`config.mk`:
```
export PLATFORM = sky130hd
export DESIGN_NAME = monobit_window_ctrl
export DESIGN_NICKNAME = d
export VERILOG_FILES = /design/src/rtl/monobit_window_ctrl.sv
export SDC_FILE = /design/constraint.sdc
export NUM_CORES = 1
export LEC_CHECK = 0
export ABC_AREA = 1
export BUFFER_PORTS_ARGS = -buffer_cell sky130_fd_sc_hd__buf_2
export CORE_AREA = 5 5 90 92
export DETAILED_ROUTE_END_ITERATION = 6
export DIE_AREA = 0 0 95 97
export PLACE_DENSITY = 0.78
export SYNTH_ARGS = -nofsm -noshare
export SYNTH_HDL_FRONTEND = slang
export SYNTH_SLANG_ARGS = --single-unit
```
`constraint.sdc`:
```
create_clock -name clk -period 2.48 [get_ports clk]
set_input_delay 0.744 -clock clk [delete_from_list [all_inputs] [get_ports clk]]
set_output_delay 0.744 -clock clk [all_outputs]
set_load 0.005 [all_outputs]
```
`src/rtl/monobit_window_ctrl.sv`:
```
// Monobit frequency-test window sequencer: clears the accumulator, gates
// cfg_len accepted bits into it, then judges |S| against the threshold.
// Ports:
//   clk, rst_n         clock, async active-low reset
//   ena                global enable (0 freezes everything)
//   start, abort       window control
//   cfg_len            window length in bits (latched on start)
//   cfg_thresh         unsigned |S| pass threshold (latched on start)
//   bit_valid          upstream bit available this cycle
//   acc_sum            signed running sum (ones - zeros)
//   acc_clr, acc_en    accumulator clear / consume strobes
//   busy, done         window in progress / one-cycle result pulse
//   pass, fail, err    held result flags
//   bits_seen          bits accepted in current or last window
module monobit_window_ctrl #(
    parameter int CNT_W = 16,
    parameter int SUM_W = 17
) (
    input  logic             clk,
    input  logic             rst_n,
    input  logic             ena,
    input  logic             start,
    input  logic             abort,
    input  logic [CNT_W-1:0] cfg_len,
    input  logic [SUM_W-2:0] cfg_thresh,
    input  logic             bit_valid,
    input  logic [SUM_W-1:0] acc_sum,
    output logic             acc_clr,
    output logic             acc_en,
    output logic             busy,
    output logic             done,
    output logic             pass,
    output logic             fail,
    output logic             err,
    output logic [CNT_W-1:0] bits_seen
);

    typedef enum logic [2:0] {
        S_IDLE,
        S_CLEAR,
        S_COLLECT,
        S_EVAL,
        S_REPORT
    } state_t;

    state_t           state_q;
    state_t           state_d;
    logic [CNT_W-1:0] len_q;
    logic [SUM_W-2:0] thresh_q;
    logic             go;
    logic             last_bit;
    logic             in_window;
    logic [SUM_W-1:0] mag;
    logic             res_pass;

    assign go        = (state_q == S_IDLE) && start && !abort;
    assign last_bit  = (bits_seen == len_q - CNT_W'(1));
    assign in_window = (state_q == S_CLEAR) || (state_q == S_COLLECT) ||
                       (state_q == S_EVAL);

    // Two's-complement magnitude kept at full SUM_W width so the
    // most-negative sum maps to 2^(SUM_W-1) instead of wrapping.
    assign mag      = acc_sum[SUM_W-1] ? (~acc_sum + SUM_W'(1)) : acc_sum;
    assign res_pass = (mag <= {1'b0, thresh_q});

    always_ff @(posedge clk or negedge rst_n) begin
        if (!rst_n) begin
            state_q <= S_IDLE;
        end else if (ena) begin
            state_q <= state_d;
        end
    end

    always_comb begin
        state_d = state_q;
        case (state_q)
            S_IDLE: begin
                if (go) begin
                    state_d = (cfg_len == '0) ? S_REPORT : S_CLEAR;
                end
            end
            S_CLEAR: begin
                state_d = abort ? S_IDLE : S_COLLECT;
            end
            S_COLLECT: begin
                if (abort) begin
                    state_d = S_IDLE;
                end else if (bit_valid && last_bit) begin
                    state_d = S_EVAL;
                end
            end
            S_EVAL: begin
                state_d = abort ? S_IDLE : S_REPORT;
            end
            S_REPORT: begin
                state_d = S_IDLE;
            end
            default: begin
                state_d = S_IDLE;
            end
        endcase
    end

    always_comb begin
        acc_clr = ena && (state_q == S_CLEAR);
        acc_en  = ena && (state_q == S_COLLECT) && bit_valid && !abort;
        done    = ena && (state_q == S_REPORT);
        busy    = (state_q != S_IDLE);
    end

    always_ff @(posedge clk or negedge rst_n) begin
        if (!rst_n) begin
            len_q     <= '0;
            thresh_q  <= '0;
            pass      <= 1'b0;
            fail      <= 1'b0;
            err       <= 1'b0;
            bits_seen <= '0;
        end else if (ena) begin
            if (go) begin
                len_q     <= cfg_len;
                thresh_q  <= cfg_thresh;
                pass      <= 1'b0;
                fail      <= 1'b0;
                err       <= (cfg_len == '0);
                bits_seen <= '0;
            end
            if (acc_en) begin
                bits_seen <= bits_seen + CNT_W'(1);
            end
            if (state_q == S_EVAL && !abort) begin
                pass <= res_pass;
                fail <= !res_pass;
            end
            if (in_window && abort) begin
                pass <= 1'b0;
                fail <= 1'b0;
                err  <= 1'b0;
            end
        end
    end

endmodule

```
==> out/qor.yml, run 1 <==
status: "finished with violations"
violations: "negative setup slack"
routabilityCongestion: 0.932
fmax_mhz: 373
synth_top_area_share_pct: 35.6
cts_tree: "done"
synth_edf_count: 0
dieArea_um2: 9220
synth.most_common_cell: "nand2_1"
slew-limit-headroom_pct: 75.7
tightest_slew_ns: 0.364
firstDrtPassIters: 4
wl_mm: 9.31
cp-end-kind: "flip-flop"
cts_max_level: 2
setup_viol: 2
via_per_inst: 5.07
path_clk_slew_ns: 0.10
pin_count: 78
finalCriticalPeriod_ns: 2.68
numCtsBuffers: 5
hold_path.class: "input port to asynchronous set/reset pin"
cts-root-buf: "clkbuf_8"
max_cap_viol_count: 0
ant_nets: 0
cp.arrival_ns: 2.87
p_int_mw: 2.29
start_util_pct: 53.2
reg2reg_depth: 13
core_um2: 7140
placed_cell_area_um2: 4480
syn-mean-instance-area_um2: 7.19
hold_viol: 0
hold_ws_ns: 0.410
synth_cells: 528
fin_area_um2: 4680
async_flop_share_pct: 100
grtUsageMet1_pct: 24.9
dp_hpwl_mm: 7.51
ys_warn_count: 0
clock_power_share_pct: 14.8
nNetsFinal: 701
switchingPower_mw: 1.76
peakVddDrop_v: 0.000321
numPortBuffers: 77
crit_fanout: 3
comb_power_share_pct: 47.4
syn_area_um2: 3790
yosysTopAreaCell: "dfrtp_1"
switching_share_pct: 43.4
fin_worst_skew_ns: 0.0106
grt_start_max_net_pins: 55
num_vias: 3684
rows: 31
slew_violations: 0
ys_seq_area_share_pct: 35.6
top_usage_layer: "met2"
synth_seq_cells: 54
min_period_over_period_pct: 108
critPathRequiredTime_ns: 2.67
first_global_vias: 3649
fin_ws_ns: -0.197
die_w_um: 95
drc: 0
p_leak_nw: 2.42
cts_max_path_buffers: 2
gr-total-overflow: 0
clk-insertion-delay-late_ns: 0.31
antenna_cells: 0
path_class: "input port to flip-flop"
grt_use_met2_pct: 36.7
yosys-top-cells-area: "dfrtp_1, nand2_1, ha_1"
ys_top_cells_by_count: "nand2_1, inv_1, dfrtp_1"
fin_util_pct: 65.6
ys_types: 38
start_kind: "input port"
wl_per_cell_um: 12.8
rsz0062_at_grt: "true"
syn_nets: 602
drtIter0Drc: 108
power.density_nw_per_um2: 866
grt_pass1_wl_mm: 15.6
globalRouteMet3Util_pct: 3.10
area_growth_pct: 23.3
layout-drive-gt1-share_pct: 24.4
holdBufCountCts: 0
antenna_found_initial: 0
p_seq_share_pct: 37.7
synth_ff_type: "dfrtp_1"
die_y_um: 97
cts.sinks: 54
grt_use_total_pct: 20.8
path summary, 6_finish.rpt:
path                        startpoint  slack [ns]      endpoint
setup reg to reg              len_q[0]        0.52    state_q[1]
max in group asynchronous        rst_n        1.83           err
min in group clk           thresh_q[0]        0.50   thresh_q[0]
hold / removal                   rst_n        0.41  bits_seen[1]
setup / recovery            acc_sum[0]       -0.20          fail
hold reg to reg            thresh_q[0]        0.50   thresh_q[0]
metal layers:
layer / vias to the layer above / share of wire (%)
li1: 1880 / -
met1: 1679 / 43
met2: 100 / 51
met3: 25 / 4.2
met4: 0 / 2.7
met5: - / 0
registers in the layout, summed over array words and instances, names as in the netlist:
signal / count
fail: 1
pass: 1
state_q: 3
bits_seen: 16
thresh_q: 16
err: 1
len_q: 16
stage by stage:
stage | power [mW] | instances | worst slack (ns) | setup TNS [ns]
final | 4.05 | 727 | -0.197 | -0.373
after global routing | 4.45 | 727 | -0.398 | -0.781
after CTS | 4.07 | 726 | -0.139 | -0.245
after detailed placement | 3.46 | 715 | -0.553 | -1.06
after global placement | 3.36 | 715 | -0.492 | -0.947
after floorplan | 2.90 | 528 | -0.150 | -0.266
logic make-up after synthesis:
| logic type | count (synthesis) | share of synthesized area [%] |
|---|---|---|
| mux | 2 | 0.560 |
| buf+inv | 74 | 7.78 |
| flops | 54 | 35.6 |
| compound gates | 65 | 9.23 |
| fa+ha+maj | 19 | 6.26 |
| simple gates | 284 | 33.6 |
| xor+xnor | 30 | 6.92 |
worst max-delay path: stages:
cell and delay (ns):
buf_12 0.11, inv_16 0.05, ha_4 0.11, inv_2 0.04, nor3_4 0.14, nand2_2 0.10
nor3_4 0.20, nand2_2 0.11, o21ai_2 0.16, xnor2_1 0.14, ha_1 0.28, nand2_1 0.08
nor2_1 0.04, a211oi_1 0.16, nand2_1 0.08, nand2_1 0.06, nand2_1 0.04, nand2_1 0.05
nand2_1 0.06, nand2_1 0.06, o21ai_1 0.06
layout make-up:
| cell class | instances | area, um^2 |
|---|---|---|
| well taps | 99 | 124 |
| repair buffers | 101 | 612 |
| clock inverters | 2 | 37.5 |
| multi-input cells | 400 | 2220 |
| fillers | 653 | 2460 |
| flip-flops and latches | 54 | 1350 |
| clock buffers | 6 | 72.6 |
| inverters | 65 | 265 |
power by group through the flow:
stage | clock network (mW) | logic [mW] | registers, mW
floorplan | 0 | 1.42 | 1.48
global placement | 0 | 1.83 | 1.53
detailed placement | 0 | 1.91 | 1.54
CTS | 0.608 | 1.93 | 1.53
global route | 0.641 | 2.24 | 1.58
finish | 0.601 | 1.92 | 1.53
placed cells by master (no fill, tap or decap), types with 4 or more instances in the layout:
cell / count
nor2_2: 8
nor3_1: 7
nand3_1: 27
dfrtp_1: 54
o21ai_0: 38
ha_1: 18
nor4_1: 4
nand2_2: 11
a21oi_1: 13
buf_4: 22
xor2_1: 22
clkbuf_8: 5
nor2_1: 45
xnor2_1: 7
nand2_1: 156
nand4_1: 6
inv_1: 59
nor2_4: 7
inv_2: 4
buf_2: 75
repair_timing:
action,4_1_cts,5_1_grt
gates resized for setup,10,6
buffers inserted,3,1
endpoints found under the hold margin,0,0
pin swaps,3,6
setup endpoints to repair,2,2
(Power assumes the default switching activity.)
==> inputs of run 2 (changes only) <==
--- a/config.mk
+++ b/config.mk
@@ -7,10 +7,11 @@
 export LEC_CHECK = 0
 export ABC_AREA = 1
 export BUFFER_PORTS_ARGS = -buffer_cell sky130_fd_sc_hd__buf_2
-export CORE_AREA = 5 5 90 92
+export CORE_AREA = 5 5 74 110
+export CTS_CLUSTER_DIAMETER = 60
 export DETAILED_ROUTE_END_ITERATION = 6
-export DIE_AREA = 0 0 95 97
-export PLACE_DENSITY = 0.78
+export DIE_AREA = 0 0 79 115
+export PLACE_DENSITY = 0.79
 export SYNTH_ARGS = -nofsm -noshare
 export SYNTH_HDL_FRONTEND = slang
 export SYNTH_SLANG_ARGS = --single-unit
==> out/qor.yml, run 2 (synthesis results as in run 1) <==
status: "finished with violations"
violations: "negative setup slack"
first_global_vias: 3724
register_area_um2: 1350
gr-total-overflow: 0
reg2reg_depth: 14
cts_max_level: 2
via_per_inst: 5.20
fin_worst_skew_ns: 0.00846
tightest_slew_ns: 0.604
start_kind: "input port"
grt_start_max_net_pins: 48
crit_chain: "buf_12, inv_16, ha_4, inv_2, nor3_4, nand2_2, nor3_4, nand2_2, o21ai_2, xnor2_1, ha_1, nand2_1, nor2_1, a211oi_1, nand2_1, nand2_1, nand2_1, nand2_1, nand2_1, nand2_1, o21ai_1"
worstReg2RegEnd: "state_q[0]"
hold_viol: 0
final_cells: 705
preCtsSetupSlack_ns: -0.553
crit_top_cell: "nand2_1"
fin_ws_ns: -0.151
multi_input_area_um2: 2230
cts.sinks: 54
numPortBuffers: 77
layout-drive-gt1-share_pct: 24.5
cts_max_path_buffers: 2
start_util_pct: 53.6
critPathTopFamily: "simple AND/OR/NAND/NOR gates"
area_growth_pct: 22.1
top_regs: "bits_seen (16), len_q (16), thresh_q (16)"
nNetsFinal: 698
firstDrtPassIters: 4
dp_hpwl_mm: 7.55
peakVddDrop_v: 0.000382
p_leak_nw: 2.40
min_period_over_period_pct: 106
layout_commonest_cell: "nand2_1"
cp.arrival_ns: 2.84
path_class: "input port to flip-flop"
rows: 38
reg2reg_setup_slack_ns: 0.49
fillers: 591
hold_ws_ns: 0.419
fin_area_um2: 4630
critPathLaunch: "acc_sum[0]"
die_w_um: 79
grt_use_total_pct: 21.8
power_mw: 4.00
cp_slowest_stage_delay_ns: 0.28
num_vias: 3667
r2r_start: "len_q[0]"
pin_count: 78
setup_viol: 2
die_y_um: 115
clk-insertion-delay-late_ns: 0.32
crit_fanout: 3
max_cap_viol_count: 0
antenna_cells: 0
cp-end-kind: "flip-flop"
dieArea_um2: 9090
cts_tree: "done"
ant_nets: 0
cts-root-buf: "clkbuf_8"
holdBufCountCts: 0
critPathBufInv: 3
grt_pass1_wl_mm: 15.9
finalCriticalPeriod_ns: 2.63
hold_path.class: "input port to asynchronous set/reset pin"
core_um2: 7080
wl_per_cell_um: 13.3
fmax_mhz: 380
critPathRequiredTime_ns: 2.69
wl_mm: 9.41
slew-limit-headroom_pct: 59.7
power.density_nw_per_um2: 863
drtIter0Drc: 218
routabilityCongestion: 0.899
slew_violations: 0
placed_cell_area_um2: 4460
numCtsBuffers: 5
drc: 0
rsz0062_at_grt: "true"
path_clk_slew_ns: 0.10
antenna_found_initial: 0
layout_common_cells: "nand2_1, buf_2, inv_1"
worst-path-stages: 21
cp_slowest_cell: "ha_1"
placed_cells: 695
crit_end: "fail"
==> run 2: what timing repair did <==
action                                  CTS  global route
setup buffers                             1             1
pin swaps                                 1             5
resized for setup                         8            11
endpoints found under the setup margin    2             2
==> run 2: how the worst min path moves through the flow <==
stage                      from            to  slack (ns)  depth (start not counted)
global route              rst_n  bits_seen[0]        0.47                          1
CTS                       rst_n  bits_seen[3]        0.44                          1
global placement    thresh_q[0]   thresh_q[0]        0.47                          2
finish                    rst_n  bits_seen[0]        0.42                          1
detailed placement          err           err        0.48                          2
floorplan                 rst_n  bits_seen[0]        0.45                          0
==> run 2: final cells by class <==
cell class	instances	area share, %
Clock inverter	2	0.378
Tap cell	80	2.16
Sequential cell	54	29.2
Timing Repair Buffer	98	13.0
Inverter	65	5.72
Clock buffer	6	1.57
Multi-Input combinational cell	400	48.0
==> run 2: layer usage <==
metal	up-vias	wire length, um	GRT usage, %
li1	1876	-	-
met1	1689	3700	24.8
met2	83	5050	40.6
met3	19	365	3.37
met4	0	287	8.03
met5	-	0	0
==> run 2: stage by stage <==
| stage | util (%) | TNS, ns |
|---|---|---|
| final | 65.4 | -0.269 |
| after global routing | 65.4 | -0.612 |
| after CTS | 64.7 | -0.201 |
| after detailed placement | 62.9 | -1.07 |
| after global placement | 62.9 | -0.956 |
| after floorplan | - | -0.266 |
==> run 2: power by group <==
part           internal, mW  total [mW]  switching (mW)
Clock                 0.206       0.515           0.310
Combinational         0.788        1.96            1.17
Sequential             1.21        1.53           0.316
